--- config.mk ---
export PLATFORM = sky130hd
export DESIGN_NAME = ram_dp_sync_clr
export DESIGN_NICKNAME = d
export VERILOG_FILES = /design/src/rtl/ram_dp_sync_clr.sv
export SDC_FILE = /design/constraint.sdc
export NUM_CORES = 1
export LEC_CHECK = 0
export BUFFER_PORTS_ARGS = -buffer_cell sky130_fd_sc_hd__buf_2
export CAP_MARGIN = 20
export CORE_MARGIN = 10
export CORE_UTILIZATION = 40
export CTS_CLUSTER_DIAMETER = 150
export CTS_CLUSTER_SIZE = 24
export DETAILED_ROUTE_END_ITERATION = 8
export PLACE_DENSITY_LB_ADDON = 0.2
export REMOVE_ABC_BUFFERS = 1
export SLEW_MARGIN = 10
export SYNTH_ARGS = -nofsm -noshare
export SYNTH_HDL_FRONTEND = slang
export SYNTH_SLANG_ARGS = --single-unit
--- constraint.sdc ---
create_clock -name clk -period 6.7 [get_ports clk]
set_input_delay 0.67 -clock clk [delete_from_list [all_inputs] [get_ports clk]]
set_output_delay 0.67 -clock clk [all_outputs]
set_load 0.05 [all_outputs]
--- src/rtl/ram_dp_sync_clr.sv ---
// ram_dp_sync_clr: parametrised true dual-port synchronous RAM with a
// post-reset clear engine and same-address write collision reporting.
//
// Optional build macro: RAM_FWD_EN
//   defined   -> a port reading address X while the other port writes X in
//                the same cycle returns the writer's din (write-first).
//   undefined -> the reading port returns the old word (read-first) and no
//                forwarding mux exists.
//
// Port A wins a same-cycle, same-address write; port B's write is dropped
// and collision pulses for one cycle.

module ram_dp_sync_clr #(
  parameter int WIDTH  = 8,
  parameter int ADDR_W = 4
) (
  input  logic              clk,
  input  logic              rst_n,
  output logic              busy,

  input  logic              en_a,
  input  logic              we_a,
  input  logic [ADDR_W-1:0] addr_a,
  input  logic [WIDTH-1:0]  din_a,
  output logic [WIDTH-1:0]  dout_a,
  output logic              dvalid_a,

  input  logic              en_b,
  input  logic              we_b,
  input  logic [ADDR_W-1:0] addr_b,
  input  logic [WIDTH-1:0]  din_b,
  output logic [WIDTH-1:0]  dout_b,
  output logic              dvalid_b,

  output logic              collision
);

  localparam int DEPTH = 2 ** ADDR_W;

  typedef enum logic {
    ST_CLEAR = 1'b0,
    ST_READY = 1'b1
  } state_t;

  state_t              state_q, state_d;
  logic [ADDR_W-1:0]   clr_cnt_q, clr_cnt_d;
  logic                ready;
  logic                clr_we;
  logic                wr_collide;
  logic                wr_b_keep;
  logic                collision_q;

  // Storage: no reset, the clear engine zeroes it word by word.
  logic [WIDTH-1:0]    mem [DEPTH];

  // Per-port views so both read paths come from one generate loop.
  logic                en_p     [2];
  logic                we_p     [2];
  logic [ADDR_W-1:0]   addr_p   [2];
  logic [WIDTH-1:0]    din_p    [2];
  logic [WIDTH-1:0]    dout_p   [2];
  logic                dvalid_p [2];
  logic                rd_p     [2];
  logic                wr_p     [2];

  assign en_p[0]   = en_a;
  assign en_p[1]   = en_b;
  assign we_p[0]   = we_a;
  assign we_p[1]   = we_b;
  assign addr_p[0] = addr_a;
  assign addr_p[1] = addr_b;
  assign din_p[0]  = din_a;
  assign din_p[1]  = din_b;

  assign ready = (state_q == ST_READY);
  assign busy  = ~ready | ~rst_n;

  // Clear engine writes only while running and not held in reset.
  assign clr_we = ~ready & rst_n;

  // State register and clear counter; reset restarts the clear from word 0.
  always_ff @(posedge clk) begin
    if (!rst_n) begin
      state_q   <= ST_CLEAR;
      clr_cnt_q <= '0;
    end else begin
      state_q   <= state_d;
      clr_cnt_q <= clr_cnt_d;
    end
  end

  // Next-state: sweep every address once, leave CLEAR after the last word.
  always_comb begin
    state_d   = state_q;
    clr_cnt_d = clr_cnt_q;
    if (state_q == ST_CLEAR) begin
      clr_cnt_d = clr_cnt_q + 1'b1;
      if (clr_cnt_q == {ADDR_W{1'b1}}) begin
        state_d = ST_READY;
      end
    end
  end

  // Both ports writing one word: A keeps it, B is dropped.
  assign wr_collide = wr_p[0] & wr_p[1] & (addr_a == addr_b);
  assign wr_b_keep  = wr_p[1] & ~wr_collide;

  // Memory write: clear engine has sole ownership while busy.
  always_ff @(posedge clk) begin
    if (clr_we) begin
      mem[clr_cnt_q] <= '0;
    end else begin
      if (wr_b_keep) begin
        mem[addr_b] <= din_b;
      end
      if (wr_p[0]) begin
        mem[addr_a] <= din_a;
      end
    end
  end

  // Collision flag is a single-cycle pulse after the offending writes.
  always_ff @(posedge clk) begin
    if (!rst_n) begin
      collision_q <= 1'b0;
    end else begin
      collision_q <= wr_collide;
    end
  end

  assign collision = collision_q;

  genvar gi;
  generate
    for (gi = 0; gi < 2; gi++) begin : g_port
      logic [WIDTH-1:0] rd_word;
      logic [WIDTH-1:0] dout_q;
      logic             dvalid_q;

      assign rd_p[gi] = ready & rst_n & en_p[gi] & ~we_p[gi];
      assign wr_p[gi] = ready & rst_n & en_p[gi] &  we_p[gi];

`ifdef RAM_FWD_EN
      localparam int OTHER = 1 - gi;
      logic fwd_hit;
      assign fwd_hit = wr_p[OTHER] & (addr_p[OTHER] == addr_p[gi]);
      assign rd_word = fwd_hit ? din_p[OTHER] : mem[addr_p[gi]];
`else
      assign rd_word = mem[addr_p[gi]];
`endif

      // Registered read port: dout holds unless a read is accepted.
      always_ff @(posedge clk) begin
        if (!rst_n) begin
          dout_q   <= '0;
          dvalid_q <= 1'b0;
        end else begin
          dvalid_q <= rd_p[gi];
          if (rd_p[gi]) begin
            dout_q <= rd_word;
          end
        end
      end

      assign dout_p[gi]   = dout_q;
      assign dvalid_p[gi] = dvalid_q;
    end
  endgenerate

  assign dout_a   = dout_p[0];
  assign dvalid_a = dvalid_p[0];
  assign dout_b   = dout_p[1];
  assign dvalid_b = dvalid_p[1];

endmodule

After elaboration in Yosys (flattened, before gate mapping)
Memories as Yosys holds them, arrays and structs flattened. A register that Yosys moved wholly into a read port is not among the register bits. Cells that the tools add are included. Widths: inputs -> output; s select.

Register bits after elaboration: 8. RAM bits: 128. Bits of input ports: 30. Output and inout bits: 20. Logic and storage cells: 42. Memories kept: 1.

Add/sub/neg operators: 1. Equal/unequal tests: 2. Mux-type cells: 13. Bitwise gates (word level): 17. Reductions and logical operators: 3.

Memory list: mem (words 16, bits a word 8, read ports 2, clocked after Yosys merged registers in 2, wr ports 2, RTL line 54) `logic [WIDTH-1:0] mem [DEPTH];`.

Operators with widths (count): $and 1x1->1 (11); $mux 1 (11); $mux 8 (1); $reduce_or 8->1 (1); $not 1->1 (5); $add 4x1->4 const B (1); $eq 4x4->1 (1); $eq 4x4->1 const B (1); $mux 4 (1); $logic_not 1->1 (2); $or 1x1->1 (1).

Longest topological paths before layout
Depth after elaboration: 12. Gate-level depth with buffers: 8. Mapped depth without buffers: 5.

Worst setup path before layout
OpenSTA, ideal clock, no wires.

Path type: in2reg. From: in rst_n. To: mem mem[12][0] (enable). Library setup time: 387 ps. Data arrival time: 2702 ps. Data required time: 6313 ps. Path slack: 3611 ps. Cell stages on the path: 6. Path buffers: 1. Path through: nand2_1 nor3_2 a21oi_4 buf_6 mux2_4 o31ai_1.

RTL lines: start: declaration (RTL line 18) `input logic rst_n,`; end: declaration (RTL line 54).

==> impl_metrics.sql <==
INSERT INTO impl_metrics (metric_group, metric, value, unit) VALUES
('die', 'initial_core_util', '40.5', '%'),
('setup_path', 'critPathCaptureType', 'flip-flop', ''),
('die', 'io_pins', '50', ''),
('power', 'p_per_area', '230', 'nW/um2'),
('timing', 'worstMarginPinSlew', '0.944', 'ns'),
('setup_path', 'worst_ep_arrival_time', '3.82', 'ns'),
('setup_path', 'r2r-start', 'ready', ''),
('final_layout', 'filler_instances', '1960', ''),
('clock_tree', 'cts_tree', 'done', ''),
('logic_synthesis', 'synth_cells', '735', ''),
('logic_synthesis', 'synth.largest_area_cell', 'sky130_fd_sc_hd__edfxtp_1', ''),
('die', 'std_cell_rows', '53', ''),
('final_layout', 'layout.cells.non_filler', '1034', ''),
('placement', 'gp_congestion', '0.980', ''),
('timing', 'report.final.slew_viol_count', '0', ''),
('timing', 'timing.setup.tns', '0', 'ns'),
('logic_synthesis', 'syn_area', '8490', 'um2'),
('die', 'fp.dieArea', '27500', 'um2'),
('clock_tree', 'htreeDepth', '4', ''),
('final_layout', 'nets', '776', ''),
('final_layout', 'area.growth.synth_to_final', '11.8', '%'),
('logic_synthesis', 'synth.yosys.seq_area_share', '50.9', '%'),
('setup_path', 'worstSetupStartpointType', 'input pin', ''),
('routing', 'postRouteAntennaNets', '0', ''),
('hold_path', 'hold_path.startpoint', 'dout_a[1]', ''),
('timing', 'final_layout_worst_hold_slack', '0.466', 'ns'),
('placement', 'placed_instance_count', '1000', ''),
('clock_tree', 'root_buffer_selected_by_cts', 'sky130_fd_sc_hd__clkbuf_16', ''),
('routing', 'total_drc_errors_in_the_routed_layout', '0', ''),
('timing', 'report.final.setup_viol', '0', ''),
('routing', 'dr.pass1.iters', '6', ''),
('clock_tree', 'hold_fix_buffers_cts', '0', ''),
('global_route', 'grt_max_degree', '40', ''),
('global_route', 'initial_antenna_violation_count', '1', ''),
('clock_tree', 'clockBufferDepth', '2', ''),
('global_route', 'total_track_usage', '19.9', '%'),
('power', 'power', '2.18', 'mW'),
('logic_synthesis', 'yosys.area.top_type_share', '45.2', '%'),
('clock_tree', 'post_cts_buffers', '0', ''),
('clock_tree', 'clkSinkCount', '152', ''),
('setup_path', 'timing.critical_path.fanout_max', '36', ''),
('clock_tree', 'cts_made_buffers', '17', ''),
('logic_synthesis', 'synthesis.yosys.warnings', '0', ''),
('timing', 'hold_violations', '0', ''),
('timing', 'finalCriticalPeriod', '3.69', 'ns'),
('clock_tree', 'path_clk_slew', '0.06', 'ns'),
('routing', 'dr.first_iter.drc_count', '1011', ''),
('final_layout', 'final_design_area_no_fill', '9490', 'um2'),
('power', 'total_leakage_power', '3.31', 'nW'),
('power', 'ir_worst_vdd', '157', 'uV'),
('setup_path', 'required_time_of_the_critical_path', '6.83', 'ns'),
('logic_synthesis', 'post_synth_main_area_contributors', 'sky130_fd_sc_hd__edfxtp_1 45%, sky130_fd_sc_hd__mux4_2 17%, sky130_fd_sc_hd__o21ai_0 8.0%', ''),
('final_layout', 'post_route_cells_drive_above_1_share', '23.7', '%'),
('placement', 'place.port_buffers', '49', ''),
('hold_path', 'hp-class', 'flip-flop to flip-flop', ''),
('placement', 'dp_hpwl', '19.2', 'mm'),
('clock_tree', 'clk_latency', '0.43', 'ns'),
('timing', 'finalClockSkew', '0.00746', 'ns'),
('clock_tree', 'cts.repair.resized', '0', ''),
('routing', 'postRouteWirelength', '28.0', 'mm'),
('outcome', 'outcome', 'finished, final reports clean', ''),
('global_route', 'gr-total-overflow', '0', ''),
('setup_path', 'setup.worst_path.start', 'addr_b[1]', ''),
('logic_synthesis', 'yosys_register_bits', '152', ''),
('logic_synthesis', 'synth_cell_types', '39', ''),
('flow_run', 'cap_violations', '0', ''),
('placement', 'place_area', '8850', 'um2'),
('timing', 'achievable-frequency', '0.271', 'GHz'),
('setup_path', 'critPathKind', 'input pin to flip-flop', ''),
('timing', 'fin_crit_sh', '55.1', '%'),
('die', 'dieHeight', '166', 'um'),
('global_route', 'grt_pass1_wl', '41.2', 'mm'),
('routing', 'vias_per_cell', '6.21', ''),
('die', 'floorplan_die_width', '166', 'um'),
('global_route', 'via_count_of_the_first_global_routing_pass', '6184', ''),
('die', 'core_area', '21000', 'um2'),
('logic_synthesis', 'postSynthAreaPerCell', '11.6', 'um2'),
('timing', 'slew_headroom', '36.7', '%'),
('routing', 'dr_total_vias', '6419', ''),
('routing', 'route.detailed.wl_per_inst', '27.1', 'um'),
('timing', 'rsz_0062_raised_after_global_routing', 'false', '');
[placed cells by master, fill, tap and decap left out, drive strengths merged]
cell      synthesis  routed
nand2           143     143
o21ai           136     136
edfxtp          128     128
mux4             64      64
buf              31      61
nand3            33      33
dfxtp            24      24
nor2             21      21
inv              14      21
clkbuf           39      18
a22o             16      16
a221oi           16      16
nor3             10      10
o31ai            10      10
o32ai             6       6
mux2i             5       5
nor2b             5       5
xor2              4       4
and2              4       4
nand4b            4       4
clkinv            0       4
nand2b            3       3
a31oi             3       3
xnor2             3       3
mux2              2       2
a32oi             2       2
bufinv            0       2
a21oi             2       2
diode             0       1
and4              1       1
nand4             1       1
nand3b            1       1
nor4              1       1
a21boi            1       1
and3b             1       1
ha                1       1
clkinvlp          0       1
[state kept, by name (all words and copies together) (netlist names)]
| signal | flops |
|---|---|
| dvalid_b | 1 |
| ready | 1 |
| clr_cnt_q | 4 |
| dout_b | 8 |
| mem | 128 |
| dvalid_a | 1 |
| dout_a | 8 |
| collision | 1 |
[cell usage after synthesis]
cell type,number
sky130_fd_sc_hd__nand2_1,143
sky130_fd_sc_hd__o21ai_0,136
sky130_fd_sc_hd__edfxtp_1,128
sky130_fd_sc_hd__mux4_2,64
sky130_fd_sc_hd__clkbuf_1,39
sky130_fd_sc_hd__nand3_1,33
sky130_fd_sc_hd__dfxtp_1,24
sky130_fd_sc_hd__nor2_1,21
sky130_fd_sc_hd__a221oi_1,16
sky130_fd_sc_hd__a22o_1,16
sky130_fd_sc_hd__buf_2,16
sky130_fd_sc_hd__inv_1,14
sky130_fd_sc_hd__nor3_2,10
sky130_fd_sc_hd__o31ai_1,10
sky130_fd_sc_hd__buf_1,9
sky130_fd_sc_hd__mux2i_1,5
sky130_fd_sc_hd__nor2b_1,5
sky130_fd_sc_hd__and2_1,4
sky130_fd_sc_hd__buf_4,4
sky130_fd_sc_hd__o32ai_1,4
sky130_fd_sc_hd__xor2_1,4
sky130_fd_sc_hd__a31oi_1,3
sky130_fd_sc_hd__nand2b_1,3
sky130_fd_sc_hd__nand4b_1,3
sky130_fd_sc_hd__xnor2_1,3
sky130_fd_sc_hd__a32oi_1,2
sky130_fd_sc_hd__buf_6,2
sky130_fd_sc_hd__mux2_4,2
sky130_fd_sc_hd__o32ai_2,2
sky130_fd_sc_hd__a21boi_0,1
sky130_fd_sc_hd__a21oi_1,1
sky130_fd_sc_hd__a21oi_4,1
sky130_fd_sc_hd__and3b_1,1
sky130_fd_sc_hd__and4_1,1
sky130_fd_sc_hd__ha_1,1
sky130_fd_sc_hd__nand3b_1,1
sky130_fd_sc_hd__nand4_1,1
sky130_fd_sc_hd__nand4b_2,1
sky130_fd_sc_hd__nor4_2,1
[path summary, 6_finish.rpt]
| kind | to | slack [ns] | depth (start not counted) |
|---|---|---|---|
| worst max-delay path | mem[1][4] | 3.01 | 7 |
| worst min-delay path | dout_a[1] | 0.47 | 2 |
| worst max register to register | mem[1][4] | 3.21 | 5 |
| worst min register to register | dout_a[1] | 0.47 | 2 |
[routing by layer]
| layer | track usage, % | vias up | routed length (um) |
|---|---|---|---|
| met3 | 5.30 | 64 | 2510 |
| met4 | 7.13 | 0 | 930 |
| li1 | - | 2833 | - |
| met5 | 0 | - | 0 |
| met2 | 33.3 | 371 | 13900 |
| met1 | 24.2 | 3151 | 10700 |
[final cells by class]
class                           count  area, um2  share of cell area, %
Timing Repair Buffer               61        325                   3.43
Multi-Input combinational cell    499       3840                   40.4
Sequential cell                   152       4320                   45.5
Tap cell                          275        344                   3.62
Antenna cell                        1       2.50                 0.0264
Clock buffer                       18        450                   4.74
Clock inverter                     14        158                   1.66
Inverter                           14       52.6                  0.554
[cell families (layout without fill, tap and decap cells)]
| family | after synthesis | in the layout | share of synthesized area, % |
|---|---|---|---|
| AND/OR/NAND/NOR | 228 | 228 | 12.3 |
| AO/OA/AOI/OAI | 192 | 192 | 13.8 |
| flip-flops | 152 | 152 | 50.9 |
| buffers and inverters | 84 | 107 | 4.30 |
| multiplexers | 71 | 71 | 17.9 |
| XOR/XNOR | 7 | 7 | 0.722 |
| adder cells (fa/ha/maj) | 1 | 1 | 0.147 |
| other | 0 | 1 | 0 |
[where the power goes]
group	total (mW)	internal, mW	switching (mW)
sequential	1.03	1.02	0.00793
combinational	0.150	0.0518	0.0980
clock	1.00	0.580	0.419
[metrics by stage]
stage | utilization [%] | worst slack, ns
final | 45.3 | 3.01
after global routing | 45.3 | 2.82
after CTS | 45.1 | 2.77
after detailed placement | 42.2 | 2.31
after global placement | 42.1 | 2.43
after floorplan | - | 3.47
[worst max-delay path, stage by stage]
cell and delay, ns:
sky130_fd_sc_hd__buf_2 0.71, sky130_fd_sc_hd__xor2_1 0.24, sky130_fd_sc_hd__nor3_2 0.09, sky130_fd_sc_hd__a21oi_4 0.66
sky130_fd_sc_hd__mux2i_1 0.47, sky130_fd_sc_hd__o31ai_1 0.66, sky130_fd_sc_hd__buf_2 0.31
Power figures use the tool's default switching activity.
